==> src/rtl/sprite_tile_fetcher.sv <==
// Sprite tile fetcher: reads the two bitplane bytes of one sprite row from VRAM
// and hands them to the pixel shifter with a one-cycle load strobe.
module sprite_tile_fetcher #(
    parameter int ADDR_W = 13
) (
    input  logic              clk,
    input  logic              rst_n,
    input  logic              fetch_req,
    input  logic              fetch_abort,
    input  logic [7:0]        spr_tile,
    input  logic [7:0]        spr_attr,
    input  logic [3:0]        spr_line,
    input  logic              obj_size16,
    output logic              vram_rd,
    output logic [ADDR_W-1:0] vram_addr,
    input  logic              vram_valid,
    input  logic [7:0]        vram_data,
    input  logic [7:0]        cur_pix_a,
    input  logic [7:0]        cur_pix_b,
    output logic              spr_load,
    output logic [7:0]        spr_pix_a,
    output logic [7:0]        spr_pix_b,
    output logic [7:0]        load_mask,
    output logic              busy
);

    typedef enum logic [1:0] {IDLE, RD_LO, RD_HI, LOAD} state_t;

    state_t      state, state_nx;
    logic [7:0]  tile_q;
    logic [7:0]  lo_q;
    logic [3:0]  line_q;
    logic        xflip_q, yflip_q, size16_q;
    logic        accept, lo_take, hi_take, addr_hi;
    logic [3:0]  row;
    logic [11:0] offs;
    logic        unused_attr;

    assign unused_attr = ^{spr_attr[7], spr_attr[4:0]};

    function automatic logic [7:0] mirror(input logic [7:0] b, input logic flip);
        logic [7:0] r;
        r = b;
        if (flip) begin
            for (int unsigned i = 0; i < 8; i++) begin
                r[i] = b[7-i];
            end
        end
        return r;
    endfunction

    always_comb begin
        state_nx = state;
        vram_rd  = 1'b0;
        addr_hi  = 1'b0;
        spr_load = 1'b0;
        accept   = 1'b0;
        lo_take  = 1'b0;
        hi_take  = 1'b0;
        case (state)
            IDLE: begin
                if (fetch_req && !fetch_abort) begin
                    accept   = 1'b1;
                    state_nx = RD_LO;
                end
            end
            RD_LO: begin
                vram_rd = 1'b1;
                if (fetch_abort) begin
                    state_nx = IDLE;
                end else if (vram_valid) begin
                    lo_take  = 1'b1;
                    state_nx = RD_HI;
                end
            end
            RD_HI: begin
                vram_rd = 1'b1;
                addr_hi = 1'b1;
                if (fetch_abort) begin
                    state_nx = IDLE;
                end else if (vram_valid) begin
                    hi_take  = 1'b1;
                    state_nx = LOAD;
                end
            end
            LOAD: begin
                spr_load = 1'b1;
                state_nx = IDLE;
            end
            default: state_nx = IDLE;
        endcase
    end

    // In 8x16 mode tile bit 0 is replaced by row bit 3 (top/bottom half).
    always_comb begin
        row  = yflip_q ? ~line_q : line_q;
        offs = size16_q ? {tile_q[7:1], row, addr_hi}
                        : {tile_q, row[2:0], addr_hi};
    end

    assign vram_addr = vram_rd ? ADDR_W'(offs) : '0;
    assign load_mask = ~(cur_pix_a | cur_pix_b);
    assign busy      = (state != IDLE);

    always_ff @(posedge clk or negedge rst_n) begin
        if (!rst_n) begin
            state     <= IDLE;
            tile_q    <= '0;
            lo_q      <= '0;
            line_q    <= '0;
            xflip_q   <= 1'b0;
            yflip_q   <= 1'b0;
            size16_q  <= 1'b0;
            spr_pix_a <= '0;
            spr_pix_b <= '0;
        end else begin
            state <= state_nx;
            if (accept) begin
                tile_q   <= spr_tile;
                line_q   <= spr_line;
                xflip_q  <= spr_attr[5];
                yflip_q  <= spr_attr[6];
                size16_q <= obj_size16;
            end
            if (lo_take) begin
                lo_q <= vram_data;
            end
            if (hi_take) begin
                spr_pix_a <= mirror(lo_q, xflip_q);
                spr_pix_b <= mirror(vram_data, xflip_q);
            end
        end
    end

endmodule

==> config.mk <==
export PLATFORM = sky130hd
export DESIGN_NAME = sprite_tile_fetcher
export DESIGN_NICKNAME = d
export VERILOG_FILES = /design/src/rtl/sprite_tile_fetcher.sv
export SDC_FILE = /design/constraint.sdc
export NUM_CORES = 1
export LEC_CHECK = 0
export CAP_MARGIN = 20
export CORE_UTILIZATION = 37
export CTS_CLUSTER_DIAMETER = 40
export CTS_CLUSTER_SIZE = 16
export DETAILED_ROUTE_END_ITERATION = 10
export PLACE_DENSITY = 0.8
export SLEW_MARGIN = 0
export SYNTH_ARGS = -nofsm -noshare
export SYNTH_HDL_FRONTEND = slang
export SYNTH_SLANG_ARGS = --single-unit
==> constraint.sdc <==
create_clock -name clk -period 1.5 [get_ports clk]
set_input_delay 0.3 -clock clk [delete_from_list [all_inputs] [get_ports clk]]
set_output_delay 0.3 -clock clk [all_outputs]
set_load 0.02 [all_outputs]
# Word-level counts from Yosys, hierarchy flattened

Cells that the tools add are included.

Flip-flop bits (word level): 41

Mux-type cells: 20
Reductions and logical operators: 6
Bitwise logic cells: 3
Equal/unequal tests: 6

Operator list:

| cell                 | count |
|---|---|
| $mux W8              | 2 |
| $mux W12             | 1 |
| $mux W2              | 5 |
| $mux W1              | 9 |
| $not A8 Y8           | 1 |
| $or A8 B8 Y8         | 1 |
| $pmux W2 S4          | 1 |
| $ne A3 B3 Y1 const B | 2 |
| $mux W5              | 1 |
| $eq A2 B2 Y1 const B | 2 |
| $mux W4              | 1 |
| $not A4 Y4           | 1 |
| $reduce_and A3 Y1    | 1 |
| $eq A2 B1 Y1 const B | 1 |
| $logic_not A2 Y1     | 1 |
| $ne A2 B2 Y1 const B | 1 |
| $reduce_bool A2 Y1   | 1 |
| $reduce_or A2 Y1     | 1 |
| $logic_and A1 B1 Y1  | 1 |
| $logic_not A1 Y1     | 1 |

# Depth between registers and ports, before layout

Gate-level depths: netlist of run 1.

Depth after elaboration: 4
Mapped depth: 7
Depth with buffers taken out: 5

# Least setup slack after synthesis of run 1

No wires, ideal clock.

Kind: register to register
Start: register state[0]
End: register line_q[0]
Buffers on the path: 2
Required time: 1.375 ns
Arrival: 1.516 ns
Setup slack: -0.141 ns
Stages on the path, launching flop included: 8
Path through: dfrtp_1 inv_1 ha_1 inv_2 or2_1 buf_6 buf_12 mux2_4

Cells in the longest elaborated chain, start to end: 2

RTL lines:

| element                  | RTL line | RTL |
|---|---|---|
| start: declaration       | 29       | `state_t state, state_nx;` |
| start signal: assignment | 117      | `state <= state_nx;` |
| $logic_not A2 Y1         | 60       | `case (state)` |
| $mux W1                  | 60       |  |
| end signal: assignment   | 120      | `line_q <= spr_line;` |
| end: declaration         | 32       | `logic [3:0] line_q;` |

No other way between the ends.
A chain may end at the register's enable or synchronous reset.

# Worst setup path in the final report of run 1

Start: register state[0]
End: output port vram_addr[4]

Cells in the longest elaborated chain, start to end: 4
Elaborated cells on any way between the ends: 5
Those cells by class: 2 x eq/ne; 2 x mux; 1 x reduce/logical

RTL lines:

| element                                             | RTL line | RTL |
|---|---|---|
| $eq A2 B2 Y1 / $eq A2 B1 Y1 (equally long branches) | 60       |  |
| $reduce_or A2 Y1 (no line) *                        | --       |  |
| $mux W1 *                                           | 60       |  |
| $mux W12 *                                          | 101      | `assign vram_addr = vram_rd ? ADDR_W'(offs) : '0;` |
| end: declaration                                    | 15       | `output logic [ADDR_W-1:0] vram_addr,` |

Every way passes the cells marked *; elsewhere a longest branch is shown, timed or not.

==> metrics.md, run 1 <==
| Metric | Value |
|---|---|
| Area delta synth->final | `65.3%` |
| Power Density | `between 1500 and 2000 nW/um^2` |
| Count of clock tree sinks | `41` |
| Final worst slack | `-0.204 ns` |
| Cell area after synthesis | `between 1500 and 2000 sq um` |
| Via density | `4.65` |
| Synthesized Nets | `221` |
| Static Leak | `1.59 nW` |
| Hold Crit Class | `in -> async` |
| DRC errors left | `0` |
| Clock share of power | `11.7%` |
| Final worst path period share | `114%` |
| RePlAce Congestion | `0.735` |
| Yosys reg bits | `41` |
| Logic pwr share | `approximately 58%` |
| Seq/Total Area, Yosys | `around 52%` |
| Syn_area_per_cell | `11.9 sq um` |
| TritonRoute pass-1 iters | `4` |
| CP Class | `reg -> out` |
| Iter 0 DRT Violations | `46` |
| Achievable Freq | `about 590 MHz` |
| Post-synth top area share | `51.8%` |
| FF/Latch Area | `1030 sq um` |
| Detailed Place HPWL | `3070 um` |
| Vias in the first global route | `1537` |
| Deepest clock path buffer count | `2` |
| Final wirelength | `4540 um` |
| Sw frac | `37.0%` |
| CTS H-tree depth | `2` |
| Yosys warning count | `0` |
| Multi-input logic area | `965 sq um` |
| Worst Path Arrival | `1.40 ns` |
| MaxCap Viol Count | `0` |
| Top-count cell post-synth | `dfrtp_1` |
| CP endpoint kind | `output port` |
| Largest net degree at the start of global routing | `33` |
| First-pass GRT wire length | `6870 um` |
| Area of the core | `5140 sq um` |
| Vias | `1577` |
| Post-placement cell count | `323` |
| Die area | `5650 sq um` |
| Final setup vio count | `29` |
| Post-synth ARST share | `100%` |
| Tmin final | `between 1.5 and 2 ns` |
| Worst-path fanout max | `6` |
| Die H | `75.2 um` |
| Fin cells | `339` |
| Status | `finished with violations` |
| CP required | `1.20 ns` |
| Cell internal pwr | `4.05 mW` |
| Post-synth cell types | `28` |
| Switch Pwr | `2.38 mW` |
| Worst-Skew Late Latency | `0.29 ns` |
| Antenna violation net count after detailed routing | `0` |
| Fill cells | `416` |
| Share of layout cells above drive strength 1 | `33.1%` |
| TritonCTS clock tree | `built` |
| IO buf count | `82` |
| Initial Utilization | `approximately two fifths` |
| Hold Fails Final Rpt | `0` |
| Std cell rows | `26` |
| Clock skew | `0.00580 ns` |
| Slew Limit Fails | `0` |
| Failing checks | `setup timing` |
| Post-synth top cells | `dfrtp_1 (41), mux2i_1 (17), nand2_1 (17), o21ai_0 (16), mux2_2 (14)` |
| Tot GR Track Use | `16.5%` |
| Die width | `75.2 um` |
| Synth top area cells | `dfrtp_1 (52%), mux2i_1 (8.6%), mux2_2 (8.0%), mux2_4 (6.8%), o21ai_0 (4.0%)` |
| Cts bufs inserted | `5` |
| # IOs | `90` |
| Startpoint types | `flop` |
| Most used DFF post-synth | `dfrtp_1` |
| Number of synthesized flops with an enable pin | `0` |
| Fin Hold WS | `0.475 ns` |
| Nets | `323` |
| Reg clk slew, reported paths | `0.08 ns` |
| Initial antenna violation count | `0` |
| RSZ-0062 raised after global routing | `yes` |
| GR Overflow Total | `0` |
| Max IR drop VDD | `1.50 mV` |
| N_diodes | `0` |
| Largest area contributor in the netlist | `dfrtp_1` |
| Wirelength per Cell | `13.4 um` |
| Gate Count Post-Synth | `167` |
| Reg power frac | `a little under a third` |
| Root Driver | `clkbuf_8` |
[path summary, 6_finish.rpt]
path,slack [ns],depth (start not counted),start,end
min reg2reg,0.48,2,spr_pix_a[7],spr_pix_a[7]
max in group asynchronous,0.46,3,rst_n,lo_q[4]
min,0.48,2,rst_n,tile_q[3]
min in group clk,0.48,2,spr_pix_a[7],spr_pix_a[7]
max,-0.20,5,state[0],vram_addr[4]
max reg2reg,-0.08,8,state[0],spr_pix_b[0]
[registers in the layout, summed over array words and instances, names as in the netlist]
signal	flops
lo_q	8
spr_pix_a	8
spr_pix_b	8
tile_q	8
line_q	4
state	2
size16_q	1
xflip_q	1
yflip_q	1
[power by group through the flow]
stage / sequential, mW / clock [mW] / combinational [mW]
2_1_floorplan: 2.16 / 0 / 1.74
3_3_place_gp: 1.98 / 0 / 3.22
3_5_place_dp: 1.99 / 0 / 3.28
4_1_cts: 1.97 / 0.773 / 3.59
5_1_grt: 2.05 / 0.816 / 4.00
6_report: 1.97 / 0.749 / 3.70
[placed cells by master, fill, tap and decap left out, drive strengths merged]
| master | synthesis | final |
|---|---|---|
| and2 | 10 | 10 |
| buf | 5 | 36 |
| clkbuf | 6 | 10 |
| clkdlybuf4s15 | 0 | 3 |
| clkdlybuf4s50 | 0 | 42 |
| clkinvlp | 0 | 1 |
| conb | 1 | 1 |
| dfrtp | 41 | 41 |
| dlygate4sd2 | 0 | 20 |
| dlygate4sd3 | 0 | 1 |
| ha | 4 | 4 |
| inv | 3 | 3 |
| mux2 | 23 | 23 |
| mux2i | 17 | 17 |
| nand2 | 17 | 17 |
| nand2b | 1 | 1 |
| nand3 | 1 | 1 |
| nand3b | 2 | 2 |
| nand4b | 1 | 1 |
| nor2 | 10 | 10 |
| o211a | 1 | 1 |
| o21ai | 16 | 16 |
| o221ai | 1 | 1 |
| o31a | 1 | 1 |
| o31ai | 1 | 1 |
| or2 | 1 | 1 |
| xnor2 | 1 | 1 |
| xor2 | 3 | 3 |
[layout make-up]
| class | instances | share of cell area [%] |
|---|---|---|
| Inverter | 3 | 0.420 |
| Sequential cell | 41 | 31.3 |
| Clock inverter | 1 | 0.229 |
| Multi-Input combinational cell | 112 | 29.5 |
| Clock buffer | 6 | 2.52 |
| Timing Repair Buffer | 106 | 33.3 |
| Tap cell | 70 | 2.68 |
[worst max-delay path: stages, from the launching register on]
cell	delay (ns)
dfrtp_1	0.36
inv_2	0.05
ha_4	0.28
buf_6	0.13
o211a_1	0.17
buf_6	0.12
[logic make-up after synthesis]
family | share of synthesized area (%)
AND/OR/NAND/NOR | 10.4
flip-flops | 51.8
multiplexers | 23.4
AO/OA/AOI/OAI | 5.81
buffers and inverters | 4.17
adder cells (fa/ha/maj) | 2.53
XOR/XNOR | 1.77
other | 0.189
[routing by layer]
metal	routed length [um]	GRT usage, %	vias up
met5	0	0	-
met4	50	5.56	0
met3	453	6.83	7
met2	2200	28.4	73
met1	1840	18.5	732
li1	-	-	765
[timing repair]
action,4_1_cts,5_1_grt
hold buffers,1,0
endpoints found under the hold margin,18,0
buffers inserted,4,6
gates cloned,0,3
gates resized for setup,134,17
endpoints found under the setup margin,40,57
pin swaps,4,6
[stage by stage]
stage / power (mW) / setup TNS [ns] / utilization [%] / area (sq um) / worst slack, ns
final: 6.42 / -2.70 / 63.7 / 3270 / -0.204
after global routing: 6.86 / -4.80 / 63.7 / 3270 / -0.277
after CTS: 6.33 / -2.00 / 61.6 / 3160 / -0.203
after detailed placement: 5.28 / -9.76 / 57.9 / 2980 / -0.298
after global placement: 5.20 / -8.78 / 57.9 / 2980 / -0.262
after floorplan: 3.90 / -0.673 / - / 2000 / -0.0747
Note: power is estimated with default switching activity, not from simulation.
==> run 2: changes to the inputs <==
Settings changed: SLEW_MARGIN 0 to 20.
==> results of run 2 <==
Final layout, timing and power as in run 1 (identical DEF).
